[config.mk]
export PLATFORM = sky130hd
export DESIGN_NAME = pixel_buffer
export DESIGN_NICKNAME = d
export VERILOG_FILES = /design/src/rtl/pixel_buffer_pkg.sv /design/src/rtl/fifo.sv /design/src/rtl/pixel_buffer.sv
export SDC_FILE = /design/constraint.sdc
export NUM_CORES = 1
export LEC_CHECK = 0
export CAP_MARGIN = 20
export CORE_ASPECT_RATIO = 0.8
export CORE_MARGIN = 3
export CORE_UTILIZATION = 50
export DETAILED_ROUTE_END_ITERATION = 10
export DONT_BUFFER_PORTS = 1
export GPL_ROUTABILITY_DRIVEN = 0
export SYNTH_ARGS = -nofsm -noshare
export SYNTH_HDL_FRONTEND = slang
export SYNTH_SLANG_ARGS = --single-unit
export TNS_END_PERCENT = 30
[constraint.sdc]
create_clock -name clk -period 5.9 [get_ports clk]
set_clock_uncertainty 0.05 [all_clocks]
set_input_delay 0.295 -clock clk [delete_from_list [all_inputs] [get_ports clk]]
set_output_delay 0.295 -clock clk [all_outputs]
set_load 0.02 [all_outputs]
[src/rtl/pixel_buffer_pkg.sv]
// Shared project types for the pixel buffer path: pixel identifiers,
// 16-bit colour, the queued entry layout and the frame size.
package pixel_buffer_pkg;

    localparam int unsigned PIXEL_ID_W  = 19;
    localparam int unsigned COLOR_W     = 16;
    localparam int unsigned SRAM_ADDR_W = PIXEL_ID_W + 1;

    // Pixels in one 640x480 frame.
    localparam int unsigned DEFAULT_NUM_PIX = 307200;

    typedef logic [PIXEL_ID_W-1:0]  pixelID_t;
    typedef logic [COLOR_W-1:0]     color16_t;
    typedef logic [SRAM_ADDR_W-1:0] sram_addr_t;

    typedef struct packed {
        pixelID_t pixelID;
        color16_t color16;
    } pixel_buffer_entry_t;

    localparam int unsigned ENTRY_W = $bits(pixel_buffer_entry_t);

    // The frame-buffer half selects the top address bit above the pixel index.
    function automatic sram_addr_t make_sram_addr(input logic buf_sel, input pixelID_t pixel_id);
        return {buf_sel, pixel_id};
    endfunction

endpackage

[src/rtl/fifo.sv]
// Generic synchronous FIFO with combinational head read. Push is refused
// when full (registered count), pop is refused when empty, so a full FIFO
// never accepts a push even if it is being popped in the same cycle.
module fifo #(
    parameter int unsigned WIDTH = 8,
    parameter int unsigned DEPTH = 16
) (
    input  logic             clk,
    input  logic             rst,
    input  logic             wr_en,
    input  logic [WIDTH-1:0] wr_data,
    input  logic             rd_en,
    output logic [WIDTH-1:0] rd_data,
    output logic             full,
    output logic             empty
);

    localparam int unsigned PTR_W = $clog2(DEPTH);
    localparam int unsigned CNT_W = PTR_W + 1;

    logic [WIDTH-1:0] mem [DEPTH];
    logic [PTR_W-1:0] wr_ptr;
    logic [PTR_W-1:0] rd_ptr;
    logic [CNT_W-1:0] count;
    logic             do_push;
    logic             do_pop;

    assign full    = (count == CNT_W'(DEPTH));
    assign empty   = (count == '0);
    assign do_push = wr_en && !full;
    assign do_pop  = rd_en && !empty;
    assign rd_data = mem[rd_ptr];

    // Storage write; contents are don't-care until written, so no reset.
    always_ff @(posedge clk) begin
        if (do_push) begin
            mem[wr_ptr] <= wr_data;
        end
    end

    // Pointer advance; DEPTH is a power of two so natural wrap is modulo DEPTH.
    always_ff @(posedge clk or posedge rst) begin
        if (rst) begin
            wr_ptr <= '0;
            rd_ptr <= '0;
        end else begin
            if (do_push) begin
                wr_ptr <= wr_ptr + PTR_W'(1);
            end
            if (do_pop) begin
                rd_ptr <= rd_ptr + PTR_W'(1);
            end
        end
    end

    // Occupancy tracking; simultaneous push and pop leaves it unchanged.
    always_ff @(posedge clk or posedge rst) begin
        if (rst) begin
            count <= '0;
        end else begin
            case ({do_push, do_pop})
                2'b10:   count <= count + CNT_W'(1);
                2'b01:   count <= count - CNT_W'(1);
                default: count <= count;
            endcase
        end
    end

    a_count_bound: assert property (@(posedge clk) disable iff (rst) count <= CNT_W'(DEPTH));

endmodule

[src/rtl/pixel_buffer.sv]
// Pixel buffer between the colour converter and the SRAM write port.
// Queues {pixelID, colour} entries, presents the head as an SRAM write,
// counts written pixels per frame and flips the double-buffer half at the
// end of each frame.
module pixel_buffer
    import pixel_buffer_pkg::*;
#(
    parameter int unsigned DEPTH   = 16,
    parameter int unsigned NUM_PIX = DEFAULT_NUM_PIX
) (
    input  logic               clk,
    input  logic               rst,
    input  logic               cc_to_pixel_buffer_valid,
    input  logic [ENTRY_W-1:0] cc_to_pixel_buffer_data,
    output logic               cc_to_pixel_buffer_stall,
    output logic               pb_to_sram_valid,
    output logic [19:0]        pb_to_sram_addr,
    output logic [15:0]        pb_to_sram_data,
    input  logic               pb_to_sram_stall,
    output logic               frame_done,
    output logic               disp_buf_sel
);

    localparam pixelID_t LAST_PIX = pixelID_t'(NUM_PIX - 1);

    logic                fifo_full;
    logic                fifo_empty;
    logic [ENTRY_W-1:0]  head_raw;
    pixel_buffer_entry_t head;
    logic                push;
    logic                pop;
    logic                last_pix;
    pixelID_t            pix_cnt;
    logic                buf_sel;
    logic                frame_done_q;

    assign push     = cc_to_pixel_buffer_valid && !fifo_full;
    assign pop      = !fifo_empty && !pb_to_sram_stall;
    assign head     = pixel_buffer_entry_t'(head_raw);
    assign last_pix = pop && (pix_cnt == LAST_PIX);

    assign cc_to_pixel_buffer_stall = cc_to_pixel_buffer_valid && fifo_full;
    assign pb_to_sram_valid         = !fifo_empty;
    // buf_sel is applied at the pop, so entries queued across a frame
    // boundary land in the half that is current when they are written.
    assign pb_to_sram_addr          = make_sram_addr(buf_sel, head.pixelID);
    assign pb_to_sram_data          = head.color16;
    assign frame_done               = frame_done_q;
    assign disp_buf_sel             = ~buf_sel;

    fifo #(
        .WIDTH (ENTRY_W),
        .DEPTH (DEPTH)
    ) u_fifo (
        .clk     (clk),
        .rst     (rst),
        .wr_en   (push),
        .wr_data (cc_to_pixel_buffer_data),
        .rd_en   (pop),
        .rd_data (head_raw),
        .full    (fifo_full),
        .empty   (fifo_empty)
    );

    // Count written pixels; wrap to zero on the last pixel of a frame.
    always_ff @(posedge clk or posedge rst) begin
        if (rst) begin
            pix_cnt <= '0;
        end else if (pop) begin
            pix_cnt <= last_pix ? '0 : pix_cnt + pixelID_t'(1);
        end
    end

    // End-of-frame pulse and buffer swap, both one cycle after the last write.
    always_ff @(posedge clk or posedge rst) begin
        if (rst) begin
            frame_done_q <= 1'b0;
            buf_sel      <= 1'b0;
        end else begin
            frame_done_q <= last_pix;
            if (last_pix) begin
                buf_sel <= ~buf_sel;
            end
        end
    end

    a_head_stable: assert property (@(posedge clk) disable iff (rst)
        (pb_to_sram_valid && pb_to_sram_stall) |=>
        (pb_to_sram_valid && $stable(pb_to_sram_addr) && $stable(pb_to_sram_data)));

    a_no_stall_when_idle: assert property (@(posedge clk) disable iff (rst)
        !cc_to_pixel_buffer_valid |-> !cc_to_pixel_buffer_stall);

endmodule

After elaboration in Yosys (flattened, before gate mapping) --
Memories as Yosys holds them, arrays and structs flattened. Index checks and enable logic that the tools add are counted.
Storage, ports and cells: flip-flop bits (word level) 34, RAM bits 560, input port bits 39, output and inout bits 40, memories 1
Cells by class: add/sub/neg operators 5, equal/unequal tests 4, mux-type cells 4, bitwise logic cells 1, reductions and logical operators 11
Memory list:
- u_fifo.mem | depth 16, bits a word 35, rd ports 1, clocked after memory_dff 0, wr ports 1, line fifo.sv:21 | logic [WIDTH-1:0] mem [DEPTH];
Operator list (number):
- $add A19 B1 Y19 const B | 1
- $eq A19 B19 Y1 const B | 1
- $mux W19 | 1
- $pmux W5 S2 | 1
- $add A4 B1 Y4 const B | 2
- $logic_and A1 B1 Y1 | 6
- $add A5 B1 Y5 const B | 1
- $eq A5 B5 Y1 const B | 1
- $logic_not A5 Y1 | 1
- $sub A5 B1 Y5 const B | 1
- $logic_not A1 Y1 | 3
- $eq A2 B1 Y1 const B | 1
- $eq A2 B2 Y1 const B | 1
- $mux W1 | 2
- $reduce_bool A2 Y1 | 1
- $not A1 Y1 | 1

Logic depth before layout (Yosys ltp) --
depth after elaboration 6, mapped depth 9, depth with buffers taken out 9

Hierarchy --
Synthesis repeated with hierarchy kept, for this count alone.
Unflattened totals: cells, all modules 1236, area, all modules 23472.5 sq um
Modules (own cells, without submodules):
- fifo | instances 1, cells an instance 1135, area each 22427.8 sq um
- pixel_buffer | instances 1, cells an instance 101, area each 1044.8 sq um

Least setup slack after synthesis --
No wires, ideal clock.
path kind register to register, start register u_fifo.count[0], end memory u_fifo.mem[3][0] (netlist name) (enable), library setup time 471 ps, arrival 3581 ps, required time 5379 ps, path slack 1799 ps, stages on the path, launching flop included 5, cell sequence dfrtp_1 nor4_2 a21boi_1 nand2_1 nor3_1
Between the ends: cells in the longest elaborated chain, start to end 6
RTL lines:
- start, declared | line fifo.sv:24 | logic [CNT_W-1:0] count;
- start signal, assigned | line fifo.sv:62 | 2'b10: count <= count + CNT_W'(1);
- start signal, assigned | line fifo.sv:63 | 2'b01: count <= count - CNT_W'(1);
- start signal, assigned | line fifo.sv:64 | default: count <= count;
- $eq A5 B5 Y1 (*) | line fifo.sv:28 | assign full = (count == CNT_W'(DEPTH));
- $logic_not A1 Y1 (*) | line fifo.sv:30, pixel_buffer.sv:37
- $logic_and A1 B1 Y1 | line pixel_buffer.sv:37 | assign push = cc_to_pixel_buffer_valid && !fifo_full;
- $logic_and A1 B1 Y1 (*) | line fifo.sv:30 | assign do_push = wr_en && !full;
- $mux W1 (*) | line fifo.sv:36 | if (do_push) begin
- $mux W1 (not written as such) (*) | line fifo.sv:37 | mem[wr_ptr] <= wr_data;
- end, declared | line fifo.sv:21
Every way passes the cells marked *; elsewhere a longest branch is shown, timed or not.

Worst setup path in the final report --
start register u_fifo.rd_ptr[0], end output pb_to_sram_addr[8]
Between the ends: cells in the longest elaborated chain, start to end 1
RTL lines:
- start, declared | line fifo.sv:23 | logic [PTR_W-1:0] rd_ptr;
- start signal, assigned | line fifo.sv:51 | rd_ptr <= rd_ptr + PTR_W'(1);
- $mem_v2 Z16 W35
- end, declared | line pixel_buffer.sv:17 | output logic [19:0] pb_to_sram_addr,
No other way between the ends.

==> impl_results.md <==
- Synth Area per Inst: 23.7 µm²
- Worst Max-Slew Pin Slew: around 1.1 ns
- Nets: 1086
- Cell Rows: 69
- Chip Width: 245 µm
- Worst-path clk slew: 0.06 ns
- Power Dens Cells: around 480 nW/µm²
- Crit path time final: 3.64 ns
- Post-route ant nets: 0
- Reg power frac: 43.9%
- Routed via count: around 10000
- Num ports: 79
- Hpwl dp: approximately 24000 µm
- Placed Area: 23700 µm²
- TNS Setup: 0 ns
- Setup repair bufs after CTS: 0
- Leak: 8.22 nW
- Syn_nets: 1012
- Max_cap viols: 0
- Grt total ovfl: 0
- Cells after synthesis: between 900 and 1000
- DR iter-0 viols: 873
- PortBufs: 0
- Syn. warnings: 0
- Area of the core: 44700 µm²
- Share of post-route cells with drive strength above 1: 27.9%
- H-tree depth: 2
- Slew margin rel.: 26.8%
- Setup violators final: 0
- Syn Std Cell Area: 22800 µm²
- Switching share of power: 29.4%
- Remaining DRCs: 0
- Insertion delay to the later sink of the worst-skew pair: 0.60 ns
- Tcrit/Tclk final: 61.6%
- WS Path Type: flop to output pin
- Worst hold stages: 2
- Top FF cell, synth: edfxtp_1
- Synth async-reset ratio: about 5.7%
- Setup WS post-layout: 2.26 ns
- Crit. End Element: output pin
- Synth top area cells: edfxtp_1 74%, mux4_2 17%, dfrtp_1 3.7%
- Max-slew violations: 0
- Total GRT Usage: 20.0%
- Vias in the first global route: 10496
- Top cell type's share of synthesized area: 73.6%
- RSZ-0062 raised after global routing: false
- Status: completed
- Antenna violations before repair: 1
- Pwr Total: 12.5 mW
- Distinct cells, synth: 42
- Required time worst endpoint: 5.56 ns
- #FFs+latches synth: 594
- Via-to-Cell Ratio: around 6
- Min-Delay Path Class: input port to flop
- Clock Power Share: roughly 30%
- Cells on worst reg2reg path: 5
- CTS Sinks: 594
- Arrival @ worst endpoint: 3.29 ns
- Average wire per standard cell: around 28 µm
- Slowest stage cell, crit path: dfrtp_4
- Global-route wire length before repair: around 70000 µm
- Critical Path, Cell by Cell: buf_4 > mux4_2 > mux4_2
- Layout Cell Area excl Fill: 26000 µm²
- Register area share after synthesis: 77.4%
- DIE HEIGHT: 197 µm
- Fmax: approximately 270 MHz
- Combinational share of power: 26.1%
- Max stage delay on crit path: ~0.74 ns
- Largest net degree at the start of global routing: 85
- Top-count cell post-synth: edfxtp_1
- Post-route insts no fill: between 1500 and 2000
- CTS buffer count: 57
- Pre-Repair DR Iteration Count: 5
- Final WL: between 40000 and 50000 µm
- Post-place setup slack: 2.56 ns
- Dpl cells: approximately 1500
- Critical path startpoint category: flop
- Initial core utilization: 51.1%
- CTS tree: built
- Synth area leader: edfxtp_1
- Hold Slack: 0.0662 ns
- Utilization after layout: roughly three fifths
- Die ar.: 48300 µm²
- Synth-to-layout area growth: 13.7%
- Total internal power: between 8 and 9 mW
- Fin. Hold Viols: 0
- Worst-path fanout max: 37
- Bufs on Longest Clock Path: 3
- Switching pwr: between 3 and 4 mW
- # fillers: 3271
- Root Driver: clkbuf_16
- Max VDD drop: about 0.00033 V
- Synth cell count leaders: 560 x edfxtp_1, 175 x mux4_2, 34 x dfrtp_1, 19 x nor2_1
- Most used cell, CP: mux4_2
- Number of flops mapped to enable cells by yosys: 560
## cell usage in the layout, fill, tap and decap left out, types with 3 or more instances in the layout
cell and n:
buf_4 24, o21ai_0 4, dfrtp_4 3, nor3_2 4, edfxtp_1 560, nand2_1 18, o31ai_1 5, clkinv_2 5
or4_1 5, nor2_1 7, clkinv_1 19, dfrtp_1 30, xor2_1 10, nand4_1 4, a21oi_1 9, inv_1 9
nor3_1 4, dlygate4sd3_1 37, clkinv_8 3, xnor2_1 12, clkbuf_1 10, clkbuf_16 57, mux4_2 175, bufinv_16 10
nand3_1 4, nor2_4 12, ha_1 10
## cells by family after synthesis
group,after synthesis,synth area share [%]
adders and majority gates,11,0.636
AOI/OAI and AO/OA,26,0.723
muxes,180,17.5
buffers and inverters,57,1.33
and+or+nand+nor,72,1.62
xor gates and xnor gates,22,0.844
DFF,594,77.4
## critical path: cells and delay by family, from the launching register on
| kind | cells | cell delay, ns |
|---|---|---|
| DFF | 1 | 0.74 |
| muxes | 2 | 1.21 |
| buffers and inverters | 1 | 0.71 |
## per-layer routing
layer / track usage, % / wire [µm] / vias to the layer above
met4: 5.27 / 932 / 0
met2: 30.7 / 21900 / 254
met3: 3.72 / 2530 / 61
met5: 0 / 0 / -
met1: 30.1 / 21400 / 5460
li1: - / - / 4255
## what timing repair did
| item | in CTS | in global routing |
|---|---|---|
| hold buffers | 37 | 0 |
| gates resized for setup | 0 | 0 |
| endpoints found under the hold margin | 599 | 0 |
## layout make-up
class | count | area, µm² | area share (%)
Tap cell | 603 | 754 | 2.91
Timing Repair Buffer | 63 | 591 | 2.27
Antenna cell | 1 | 2.50 | 0.00964
Clock inverter | 39 | 462 | 1.78
Clock buffer | 67 | 1460 | 5.64
Multi-Input combinational cell | 311 | 4980 | 19.2
Inverter | 9 | 33.8 | 0.130
Sequential cell | 594 | 17700 | 68.1
## path summary, 6_finish.rpt
check / start / to / slack (ns)
worst max-delay path: u_fifo.rd_ptr[0]$_DFFE_PP0P_ / pb_to_sram_addr[8] / 2.26
worst min-delay path: cc_to_pixel_buffer_valid / u_fifo.wr_ptr[0]$_DFFE_PP0P_ / 0.07
worst max register to register: u_fifo.count[0]$_DFFE_PP0P_ / u_fifo.mem[15][1]$_DFFE_PP_ / 2.65
worst min register to register: pix_cnt[6]$_DFFE_PP0P_ / pix_cnt[6]$_DFFE_PP0P_ / 0.44
max in group asynchronous: rst / u_fifo.rd_ptr[1]$_DFFE_PP0P_ / 5.23
min in group asynchronous: rst / u_fifo.count[2]$_DFFE_PP0P_ / 0.19
## state kept, by name, indices dropped and copies added, names as in the netlist
signal         count
u_fifo.count       5
frame_done         1
u_fifo.mem       560
pix_cnt           19
u_fifo.rd_ptr      4
buf_sel            1
u_fifo.wr_ptr      4
## power by group through the flow
stage / clock network (mW) / logic [mW] / registers (mW)
after floorplan: 0 / 2.74 / 5.27
after global placement: 0 / 3.26 / 5.57
after detailed placement: 0 / 3.27 / 5.58
after CTS: 3.82 / 3.35 / 5.49
after global routing: 4.01 / 3.49 / 5.54
final: 3.74 / 3.26 / 5.48
No activity file was read; power rests on OpenSTA's default activity.
